$ cat config.mk
export PLATFORM = sky130hd
export DESIGN_NAME = id_ex_reg_flat
export DESIGN_NICKNAME = d
export VERILOG_FILES = /design/src/rtl/id_ex_reg_if.sv /design/src/rtl/id_ex_reg.sv /design/src/flat_wrapper.sv
export SDC_FILE = /design/constraint.sdc
export NUM_CORES = 1
export LEC_CHECK = 0
export ABC_AREA = 1
export BUFFER_PORTS_ARGS = -buffer_cell sky130_fd_sc_hd__clkbuf_2
export CAP_MARGIN = 15
export CELL_PAD_IN_SITES_DETAIL_PLACEMENT = 1
export CELL_PAD_IN_SITES_GLOBAL_PLACEMENT = 2
export CORE_UTILIZATION = 27
export CTS_BUF_LIST = sky130_fd_sc_hd__clkbuf_8
export DETAILED_ROUTE_END_ITERATION = 10
export HOLD_SLACK_MARGIN = 0.06
export PLACE_DENSITY_LB_ADDON = 0.08
export SETUP_SLACK_MARGIN = 0.3
export SLEW_MARGIN = 30
export SYNTH_ARGS = -nofsm -noshare
export SYNTH_HDL_FRONTEND = slang
export SYNTH_SLANG_ARGS = --single-unit
$ cat constraint.sdc
create_clock -name clk -period 5.9 [get_ports clk]
set_input_delay 0.295 -clock clk [delete_from_list [all_inputs] [get_ports clk]]
set_output_delay 0.295 -clock clk [all_outputs]
set_load 0.03 [all_outputs]
$ cat src/rtl/id_ex_reg_if.sv
// Decode-to-execute bundle: the id_* side is driven by decode, the ex_* side by the ID/EX register.
// id_valid qualifies the decode slot; there is no back-pressure, so stalls arrive on the register's hold input.
interface id_ex_reg_if #(
  parameter int XLEN = 32
);
  logic            id_valid;
  logic            id_branch;
  logic            id_memread;
  logic            id_memtoreg;
  logic            id_memwrite;
  logic            id_aluSrc;
  logic            id_regwrite;
  logic [1:0]      id_Aluop;
  logic [XLEN-1:0] id_pc;
  logic [XLEN-1:0] id_rs1_data;
  logic [XLEN-1:0] id_rs2_data;
  logic [XLEN-1:0] id_imm;
  logic [4:0]      id_rs1;
  logic [4:0]      id_rs2;
  logic [4:0]      id_rd;
  logic [2:0]      id_funct3;
  logic            id_funct7b5;

  logic            ex_valid;
  logic            ex_branch;
  logic            ex_memread;
  logic            ex_memtoreg;
  logic            ex_memwrite;
  logic            ex_aluSrc;
  logic            ex_regwrite;
  logic [1:0]      ex_Aluop;
  logic [XLEN-1:0] ex_pc;
  logic [XLEN-1:0] ex_rs1_data;
  logic [XLEN-1:0] ex_rs2_data;
  logic [XLEN-1:0] ex_imm;
  logic [4:0]      ex_rs1;
  logic [4:0]      ex_rs2;
  logic [4:0]      ex_rd;
  logic [2:0]      ex_funct3;
  logic            ex_funct7b5;

  // Decode side: produces the id_* bundle, observes the ex_* bundle.
  modport master (
    output id_valid, id_branch, id_memread, id_memtoreg, id_memwrite, id_aluSrc,
           id_regwrite, id_Aluop, id_pc, id_rs1_data, id_rs2_data, id_imm,
           id_rs1, id_rs2, id_rd, id_funct3, id_funct7b5,
    input  ex_valid, ex_branch, ex_memread, ex_memtoreg, ex_memwrite, ex_aluSrc,
           ex_regwrite, ex_Aluop, ex_pc, ex_rs1_data, ex_rs2_data, ex_imm,
           ex_rs1, ex_rs2, ex_rd, ex_funct3, ex_funct7b5
  );

  // Pipeline register side: consumes id_*, drives ex_*.
  modport slave (
    input  id_valid, id_branch, id_memread, id_memtoreg, id_memwrite, id_aluSrc,
           id_regwrite, id_Aluop, id_pc, id_rs1_data, id_rs2_data, id_imm,
           id_rs1, id_rs2, id_rd, id_funct3, id_funct7b5,
    output ex_valid, ex_branch, ex_memread, ex_memtoreg, ex_memwrite, ex_aluSrc,
           ex_regwrite, ex_Aluop, ex_pc, ex_rs1_data, ex_rs2_data, ex_imm,
           ex_rs1, ex_rs2, ex_rd, ex_funct3, ex_funct7b5
  );
endinterface

$ cat src/rtl/id_ex_reg.sv
// ID/EX pipeline register with stall (hold), bubble insertion (flush) and a saturating bubble counter.
// Update priority per edge: reset > flush > hold > load.
module id_ex_reg #(
  parameter int XLEN  = 32,
  parameter int CNT_W = 16
) (
  input  logic             clk,
  input  logic             rst,
  input  logic             hold,
  input  logic             flush,
  id_ex_reg_if.slave       bus,
  output logic [CNT_W-1:0] bubble_cnt
);

  typedef enum logic [1:0] {
    MODE_LOAD  = 2'd0,
    MODE_HOLD  = 2'd1,
    MODE_FLUSH = 2'd2
  } mode_e;

  mode_e mode;

  logic            valid_q;
  logic            branch_q;
  logic            memread_q;
  logic            memtoreg_q;
  logic            memwrite_q;
  logic            alusrc_q;
  logic            regwrite_q;
  logic [1:0]      aluop_q;
  logic [XLEN-1:0] pc_q;
  logic [XLEN-1:0] rs1_data_q;
  logic [XLEN-1:0] rs2_data_q;
  logic [XLEN-1:0] imm_q;
  logic [4:0]      rs1_q;
  logic [4:0]      rs2_q;
  logic [4:0]      rd_q;
  logic [2:0]      funct3_q;
  logic            funct7b5_q;
  logic [CNT_W-1:0] cnt_q;
  logic [CNT_W-1:0] cnt_sat_inc;

  always_comb begin
    mode = MODE_LOAD;
    if (flush)     mode = MODE_FLUSH;
    else if (hold) mode = MODE_HOLD;
  end

  assign cnt_sat_inc = (&cnt_q) ? cnt_q : cnt_q + CNT_W'(1);

  // Control bundle; a load with id_valid=0 becomes a bubble with all controls cleared.
  always_ff @(posedge clk or posedge rst) begin
    if (rst) begin
      valid_q    <= 1'b0;
      branch_q   <= 1'b0;
      memread_q  <= 1'b0;
      memtoreg_q <= 1'b0;
      memwrite_q <= 1'b0;
      alusrc_q   <= 1'b0;
      regwrite_q <= 1'b0;
      aluop_q    <= 2'b00;
    end else begin
      case (mode)
        MODE_FLUSH: begin
          valid_q    <= 1'b0;
          branch_q   <= 1'b0;
          memread_q  <= 1'b0;
          memtoreg_q <= 1'b0;
          memwrite_q <= 1'b0;
          alusrc_q   <= 1'b0;
          regwrite_q <= 1'b0;
          aluop_q    <= 2'b00;
        end
        MODE_LOAD: begin
          valid_q    <= bus.id_valid;
          branch_q   <= bus.id_valid & bus.id_branch;
          memread_q  <= bus.id_valid & bus.id_memread;
          memtoreg_q <= bus.id_valid & bus.id_memtoreg;
          memwrite_q <= bus.id_valid & bus.id_memwrite;
          alusrc_q   <= bus.id_valid & bus.id_aluSrc;
          regwrite_q <= bus.id_valid & bus.id_regwrite;
          aluop_q    <= bus.id_valid ? bus.id_Aluop : 2'b00;
        end
        default: ;
      endcase
    end
  end

  // Data and index fields load even for bubbles; a flush zeroes rd so forwarding never matches.
  always_ff @(posedge clk or posedge rst) begin
    if (rst) begin
      pc_q       <= '0;
      rs1_data_q <= '0;
      rs2_data_q <= '0;
      imm_q      <= '0;
      rs1_q      <= '0;
      rs2_q      <= '0;
      rd_q       <= '0;
      funct3_q   <= '0;
      funct7b5_q <= 1'b0;
    end else begin
      case (mode)
        MODE_FLUSH: begin
          pc_q       <= '0;
          rs1_data_q <= '0;
          rs2_data_q <= '0;
          imm_q      <= '0;
          rs1_q      <= '0;
          rs2_q      <= '0;
          rd_q       <= '0;
          funct3_q   <= '0;
          funct7b5_q <= 1'b0;
        end
        MODE_LOAD: begin
          pc_q       <= bus.id_pc;
          rs1_data_q <= bus.id_rs1_data;
          rs2_data_q <= bus.id_rs2_data;
          imm_q      <= bus.id_imm;
          rs1_q      <= bus.id_rs1;
          rs2_q      <= bus.id_rs2;
          rd_q       <= bus.id_rd;
          funct3_q   <= bus.id_funct3;
          funct7b5_q <= bus.id_funct7b5;
        end
        default: ;
      endcase
    end
  end

  always_ff @(posedge clk or posedge rst) begin
    if (rst) begin
      cnt_q <= '0;
    end else if (mode == MODE_FLUSH) begin
      cnt_q <= cnt_sat_inc;
    end else if (mode == MODE_LOAD && !bus.id_valid) begin
      cnt_q <= cnt_sat_inc;
    end
  end

  assign bus.ex_valid    = valid_q;
  assign bus.ex_branch   = branch_q;
  assign bus.ex_memread  = memread_q;
  assign bus.ex_memtoreg = memtoreg_q;
  assign bus.ex_memwrite = memwrite_q;
  assign bus.ex_aluSrc   = alusrc_q;
  assign bus.ex_regwrite = regwrite_q;
  assign bus.ex_Aluop    = aluop_q;
  assign bus.ex_pc       = pc_q;
  assign bus.ex_rs1_data = rs1_data_q;
  assign bus.ex_rs2_data = rs2_data_q;
  assign bus.ex_imm      = imm_q;
  assign bus.ex_rs1      = rs1_q;
  assign bus.ex_rs2      = rs2_q;
  assign bus.ex_rd       = rd_q;
  assign bus.ex_funct3   = funct3_q;
  assign bus.ex_funct7b5 = funct7b5_q;
  assign bubble_cnt      = cnt_q;

endmodule

$ cat src/flat_wrapper.sv
// flat-port wrapper written by rule: the top's interface ports become plain ports
module id_ex_reg_flat 
#(
  parameter int XLEN  = 32,
  parameter int CNT_W = 16
)
  (clk, rst, hold, flush, bubble_cnt, bus_id_valid, bus_id_branch, bus_id_memread, bus_id_memtoreg, bus_id_memwrite, bus_id_aluSrc, bus_id_regwrite, bus_id_Aluop, bus_id_pc, bus_id_rs1_data, bus_id_rs2_data, bus_id_imm, bus_id_rs1, bus_id_rs2, bus_id_rd, bus_id_funct3, bus_id_funct7b5, bus_ex_valid, bus_ex_branch, bus_ex_memread, bus_ex_memtoreg, bus_ex_memwrite, bus_ex_aluSrc, bus_ex_regwrite, bus_ex_Aluop, bus_ex_pc, bus_ex_rs1_data, bus_ex_rs2_data, bus_ex_imm, bus_ex_rs1, bus_ex_rs2, bus_ex_rd, bus_ex_funct3, bus_ex_funct7b5);
  id_ex_reg_if #(.XLEN(XLEN)) bus_i ();
  input  logic clk;
  input  logic rst;
  input  logic hold;
  input  logic flush;
  output logic [CNT_W-1:0] bubble_cnt;
  input wire logic [$bits(bus_i.id_valid)-1:0] bus_id_valid;
  input wire logic [$bits(bus_i.id_branch)-1:0] bus_id_branch;
  input wire logic [$bits(bus_i.id_memread)-1:0] bus_id_memread;
  input wire logic [$bits(bus_i.id_memtoreg)-1:0] bus_id_memtoreg;
  input wire logic [$bits(bus_i.id_memwrite)-1:0] bus_id_memwrite;
  input wire logic [$bits(bus_i.id_aluSrc)-1:0] bus_id_aluSrc;
  input wire logic [$bits(bus_i.id_regwrite)-1:0] bus_id_regwrite;
  input wire logic [$bits(bus_i.id_Aluop)-1:0] bus_id_Aluop;
  input wire logic [$bits(bus_i.id_pc)-1:0] bus_id_pc;
  input wire logic [$bits(bus_i.id_rs1_data)-1:0] bus_id_rs1_data;
  input wire logic [$bits(bus_i.id_rs2_data)-1:0] bus_id_rs2_data;
  input wire logic [$bits(bus_i.id_imm)-1:0] bus_id_imm;
  input wire logic [$bits(bus_i.id_rs1)-1:0] bus_id_rs1;
  input wire logic [$bits(bus_i.id_rs2)-1:0] bus_id_rs2;
  input wire logic [$bits(bus_i.id_rd)-1:0] bus_id_rd;
  input wire logic [$bits(bus_i.id_funct3)-1:0] bus_id_funct3;
  input wire logic [$bits(bus_i.id_funct7b5)-1:0] bus_id_funct7b5;
  output wire logic [$bits(bus_i.ex_valid)-1:0] bus_ex_valid;
  output wire logic [$bits(bus_i.ex_branch)-1:0] bus_ex_branch;
  output wire logic [$bits(bus_i.ex_memread)-1:0] bus_ex_memread;
  output wire logic [$bits(bus_i.ex_memtoreg)-1:0] bus_ex_memtoreg;
  output wire logic [$bits(bus_i.ex_memwrite)-1:0] bus_ex_memwrite;
  output wire logic [$bits(bus_i.ex_aluSrc)-1:0] bus_ex_aluSrc;
  output wire logic [$bits(bus_i.ex_regwrite)-1:0] bus_ex_regwrite;
  output wire logic [$bits(bus_i.ex_Aluop)-1:0] bus_ex_Aluop;
  output wire logic [$bits(bus_i.ex_pc)-1:0] bus_ex_pc;
  output wire logic [$bits(bus_i.ex_rs1_data)-1:0] bus_ex_rs1_data;
  output wire logic [$bits(bus_i.ex_rs2_data)-1:0] bus_ex_rs2_data;
  output wire logic [$bits(bus_i.ex_imm)-1:0] bus_ex_imm;
  output wire logic [$bits(bus_i.ex_rs1)-1:0] bus_ex_rs1;
  output wire logic [$bits(bus_i.ex_rs2)-1:0] bus_ex_rs2;
  output wire logic [$bits(bus_i.ex_rd)-1:0] bus_ex_rd;
  output wire logic [$bits(bus_i.ex_funct3)-1:0] bus_ex_funct3;
  output wire logic [$bits(bus_i.ex_funct7b5)-1:0] bus_ex_funct7b5;
  assign bus_i.id_valid = bus_id_valid;
  assign bus_i.id_branch = bus_id_branch;
  assign bus_i.id_memread = bus_id_memread;
  assign bus_i.id_memtoreg = bus_id_memtoreg;
  assign bus_i.id_memwrite = bus_id_memwrite;
  assign bus_i.id_aluSrc = bus_id_aluSrc;
  assign bus_i.id_regwrite = bus_id_regwrite;
  assign bus_i.id_Aluop = bus_id_Aluop;
  assign bus_i.id_pc = bus_id_pc;
  assign bus_i.id_rs1_data = bus_id_rs1_data;
  assign bus_i.id_rs2_data = bus_id_rs2_data;
  assign bus_i.id_imm = bus_id_imm;
  assign bus_i.id_rs1 = bus_id_rs1;
  assign bus_i.id_rs2 = bus_id_rs2;
  assign bus_i.id_rd = bus_id_rd;
  assign bus_i.id_funct3 = bus_id_funct3;
  assign bus_i.id_funct7b5 = bus_id_funct7b5;
  assign bus_ex_valid = bus_i.ex_valid;
  assign bus_ex_branch = bus_i.ex_branch;
  assign bus_ex_memread = bus_i.ex_memread;
  assign bus_ex_memtoreg = bus_i.ex_memtoreg;
  assign bus_ex_memwrite = bus_i.ex_memwrite;
  assign bus_ex_aluSrc = bus_i.ex_aluSrc;
  assign bus_ex_regwrite = bus_i.ex_regwrite;
  assign bus_ex_Aluop = bus_i.ex_Aluop;
  assign bus_ex_pc = bus_i.ex_pc;
  assign bus_ex_rs1_data = bus_i.ex_rs1_data;
  assign bus_ex_rs2_data = bus_i.ex_rs2_data;
  assign bus_ex_imm = bus_i.ex_imm;
  assign bus_ex_rs1 = bus_i.ex_rs1;
  assign bus_ex_rs2 = bus_i.ex_rs2;
  assign bus_ex_rd = bus_i.ex_rd;
  assign bus_ex_funct3 = bus_i.ex_funct3;
  assign bus_ex_funct7b5 = bus_i.ex_funct7b5;
  id_ex_reg #(.XLEN(XLEN), .CNT_W(CNT_W)) u_core (.clk(clk), .rst(rst), .hold(hold), .flush(flush), .bus(bus_i), .bubble_cnt(bubble_cnt));
endmodule
==> run_summary.xml <==
<?xml version="1.0" encoding="UTF-8"?>
<metrics>
  <group name="logic_synthesis">
    <metric name="ys_types" unit="">23</metric>
    <metric name="ys_ff_latch" unit="">172</metric>
    <metric name="synth.top_cells.by_area" unit="">sky130_fd_sc_hd__dfrtp_1 (60%), sky130_fd_sc_hd__nand2_1 (19%), sky130_fd_sc_hd__nand3_1 (12%)</metric>
    <metric name="synth_top_cell_area_share" unit="">0.603</metric>
    <metric name="synth_area_leader_cell" unit="">sky130_fd_sc_hd__dfrtp_1</metric>
    <metric name="synth_area_per_cell" unit="sq um">8.69</metric>
    <metric name="ys.warnings.count" unit="">0</metric>
    <metric name="syn-instance-count" unit="">822</metric>
    <metric name="synth_area" unit="sq um">7140</metric>
    <metric name="synth-edff-count" unit="">0</metric>
    <metric name="synthFlopType" unit="">sky130_fd_sc_hd__dfrtp_1</metric>
    <metric name="synthMostInstantiatedCell" unit="">sky130_fd_sc_hd__nand2_1</metric>
    <metric name="ys_async_sr_fraction" unit="">1.00</metric>
    <metric name="synth_sequential_area_ratio" unit="">0.603</metric>
    <metric name="postSynthNetCount" unit="">983</metric>
    <metric name="post_synth_most_frequent_cells" unit="">sky130_fd_sc_hd__nand2_1 (355), sky130_fd_sc_hd__nand3_1 (175), sky130_fd_sc_hd__dfrtp_1 (172)</metric>
  </group>
  <group name="global_route">
    <metric name="grt_util_all_layers" unit="">0.197</metric>
    <metric name="number_of_global_route_vias_before_repair" unit="">7665</metric>
    <metric name="grt_max_degree" unit="">90</metric>
    <metric name="initial_antenna_violation_count" unit="">1</metric>
    <metric name="overflow" unit="">0</metric>
    <metric name="grt_pass1_wl" unit="microns">41400</metric>
  </group>
  <group name="cts">
    <metric name="postCtsSetupBuffers" unit="">0</metric>
    <metric name="numClockSinks" unit="">172</metric>
    <metric name="cts-root-buf" unit="">sky130_fd_sc_hd__clkbuf_8</metric>
    <metric name="cts_buffer_depth" unit="">2</metric>
    <metric name="clk_latency" unit="ns">0.46</metric>
    <metric name="clk_transition_reported_paths" unit="ns">0.10</metric>
    <metric name="htree_levels" unit="">4</metric>
    <metric name="cts_buffers" unit="">17</metric>
    <metric name="tritoncts_clock_tree" unit="">yes</metric>
  </group>
  <group name="drt">
    <metric name="routed_wl" unit="microns">26700</metric>
    <metric name="final_antenna_net_count" unit="">0</metric>
    <metric name="drt-initial-drc-count" unit="">301</metric>
    <metric name="via_count" unit="">7331</metric>
    <metric name="post-route-drc-count" unit="">0</metric>
    <metric name="routed_wire_length_per_instance" unit="microns">16.4</metric>
    <metric name="drt-vias-per-instance" unit="">4.50</metric>
    <metric name="detail_route.first_pass.iterations" unit="">6</metric>
  </group>
  <group name="sta">
    <metric name="finalSetupViolCount" unit="">0</metric>
    <metric name="hold_viol" unit="">0</metric>
    <metric name="final_max_slew_viol_count" unit="">0</metric>
    <metric name="period_needed" unit="ns">1.89</metric>
    <metric name="min_period_over_period" unit="">0.320</metric>
    <metric name="grt_setup_unrepaired" unit="">false</metric>
    <metric name="timing_worst_slew_pin_value" unit="ns">0.979</metric>
    <metric name="finalHoldWorstSlack" unit="ns">0.261</metric>
    <metric name="relSlewSlack" unit="">0.347</metric>
    <metric name="final.setup.tns" unit="ns">0</metric>
    <metric name="post-route-worst-setup-slack" unit="ns">4.01</metric>
    <metric name="fin_skew" unit="ns">0.0148</metric>
    <metric name="achievable-frequency" unit="MHz">530</metric>
  </group>
  <group name="power">
    <metric name="power_density" unit="nW/um^2">259</metric>
    <metric name="peakVddDrop" unit="mV">0.101</metric>
    <metric name="total_leakage_power" unit="nW">6.16</metric>
  </group>
  <group name="job">
    <metric name="maxCapViolCount" unit="">0</metric>
  </group>
  <group name="floorplan">
    <metric name="die_area" unit="sq um">27100</metric>
    <metric name="io_pins" unit="">332</metric>
    <metric name="fp.dieW" unit="microns">165</metric>
    <metric name="die_h" unit="microns">165</metric>
    <metric name="start_util" unit="">0.275</metric>
    <metric name="core" unit="sq um">26000</metric>
    <metric name="std_cell_rows" unit="">59</metric>
  </group>
  <group name="worst_setup_path">
    <metric name="critical_path.endpoint_type" unit="">flip-flop</metric>
    <metric name="crit_path_cell_trace" unit="">ha_1, nand3_2, clkinv_2, nand2_4, nor2_1, nor2_2, nand3_1, nand2_1</metric>
    <metric name="setup.worst_path.class" unit="">reg -&gt; reg</metric>
    <metric name="cp.arrival" unit="ns">2.29</metric>
    <metric name="crit_path_max_fanout" unit="">13</metric>
    <metric name="critical-path-slowest-cell" unit="">sky130_fd_sc_hd__nor2_2</metric>
    <metric name="timing.critical_path.slowest_cell_delay" unit="ns">0.48</metric>
    <metric name="worst-r2r-cell-count" unit="">8</metric>
    <metric name="worst_ep_required_time" unit="ns">6.30</metric>
    <metric name="startpoint_types" unit="">flip-flop</metric>
  </group>
  <group name="min_path">
    <metric name="worst_hold_path_type" unit="">in -&gt; reg</metric>
    <metric name="min_path_cells" unit="">3</metric>
  </group>
  <group name="finish">
    <metric name="fillCellCount" unit="">3147</metric>
    <metric name="layout.nets" unit="">1442</metric>
    <metric name="areaGrowthSynthToFinish" unit="%">54.6</metric>
    <metric name="drive_above_1_share" unit="">0.298</metric>
    <metric name="finalCoreUtilization" unit="">0.425</metric>
  </group>
  <group name="placed_design">
    <metric name="dp.final_hpwl" unit="microns">17000</metric>
    <metric name="preCtsSetupSlack" unit="ns">3.50</metric>
    <metric name="place.port_buffers" unit="">331</metric>
    <metric name="routabilityCongestion" unit="">0.738</metric>
  </group>
  <group name="status">
    <metric name="outcome" unit="">finished, final reports clean</metric>
  </group>
</metrics>
==> per-layer routing <==
layer,vias to the layer above,part of all wire,track usage
met5,-,0,0
met4,0,0.022,0.0680
met3,33,0.069,0.0565
met2,231,0.48,0.326
met1,3521,0.43,0.246
li1,3546,-,-
==> cell usage in the layout, fill, tap and decap left out, drive strengths merged, types with 3 or more instances in the layout <==
cell | Yosys | layout
buf | 32 | 8
nand3 | 176 | 176
nand4 | 5 | 5
dlygate4sd3 | 0 | 156
inv | 15 | 23
o21ai | 13 | 13
bufinv | 0 | 3
clkbuf | 22 | 347
nor2 | 22 | 22
nand2 | 357 | 357
xnor2 | 4 | 4
dfrtp | 172 | 172
==> logic make-up (layout without fill, tap and decap cells) <==
| family | Yosys count | after routing | synth area share |
|---|---|---|---|
| other | 0 | 2 | 0 |
| AND/OR/NAND/NOR | 560 | 560 | 0.331 |
| buffers and inverters | 70 | 541 | 0.0429 |
| flip-flops | 172 | 172 | 0.603 |
| AO/OA/AOI/OAI | 13 | 13 | 0.0144 |
| XOR/XNOR | 6 | 6 | 0.00736 |
| adder cells (fa/ha/maj) | 1 | 1 | 0.00175 |
==> report_power, final <==
part | leakage, nW | switching (mW) | internal (mW)
clock | 0.209 | 0.486 | 0.427
sequential | 2.29 | 0.0734 | 1.26
combinational | 3.66 | 0.395 | 0.217
total | 6.16 | 0.954 | 1.90
==> critical path: cells and delay by family (launching register included) <==
family / cells / cell delay, ns
adder cells (fa/ha/maj): 1 / 0.29
buffers and inverters: 1 / 0.09
flip-flops: 1 / 0.45
AND/OR/NAND/NOR: 6 / 1.00
==> flip-flops by register name, indices dropped and copies added, names as in the netlist, 2 cells and up <==
name                    cells
u_core.bus.ex_Aluop         2
u_core.bus.ex_rs2_data     32
u_core.bus.ex_imm          32
u_core.bus.ex_rs2           5
u_core.bus.ex_funct3        3
u_core.bus.ex_rd            5
u_core.bubble_cnt          16
u_core.bus.ex_pc           32
u_core.bus.ex_rs1_data     32
u_core.bus.ex_rs1           5
==> worst paths after layout <==
| kind | from | to | slack, ns |
|---|---|---|---|
| setup / recovery | u_core.bubble_cnt[0] | u_core.bubble_cnt[13] | 4.01 |
| hold / removal | bus_id_valid | u_core.bus.ex_valid | 0.26 |
| setup reg to reg | u_core.bubble_cnt[0] | u_core.bubble_cnt[13] | 4.01 |
| hold reg to reg | u_core.bus.ex_rs1_data[5] | u_core.bus.ex_rs1_data[5] | 0.51 |
| max in group asynchronous | rst | u_core.bus.ex_rs2_data[11] | 4.10 |
| min in group asynchronous | rst | u_core.bus.ex_rs1_data[27] | 0.52 |
==> timing repair <==
item | 4_1_cts | 5_1_grt
endpoints found under the hold margin | 224 | 0
endpoints found under the setup margin | 0 | 0
hold buffers | 156 | 0
gates resized for setup | 0 | 0
==> stage by stage <==
step | cells | instance area, sq um | power [mW]
after detailed placement | 1441 | 9060 | 1.89
after CTS | 1628 | 11000 | 2.90
after floorplan | 822 | 7140 | 1.67
final | 1630 | 11000 | 2.86
after global placement | 1440 | 9040 | 1.89
after global routing | 1629 | 11000 | 3.01
==> area by class of cell <==
type	count	area [sq um]	area share
sequential	172	4300	0.390
timing repair buffer	494	3290	0.298
multi-input combinational	580	2540	0.230
tap	335	419	0.0379
clock buffer	17	234	0.0212
clock inverter	14	180	0.0163
inverter	16	71.3	0.00646
antenna	2	5.00	0.000453
No activity file was read; power rests on OpenSTA's default activity.
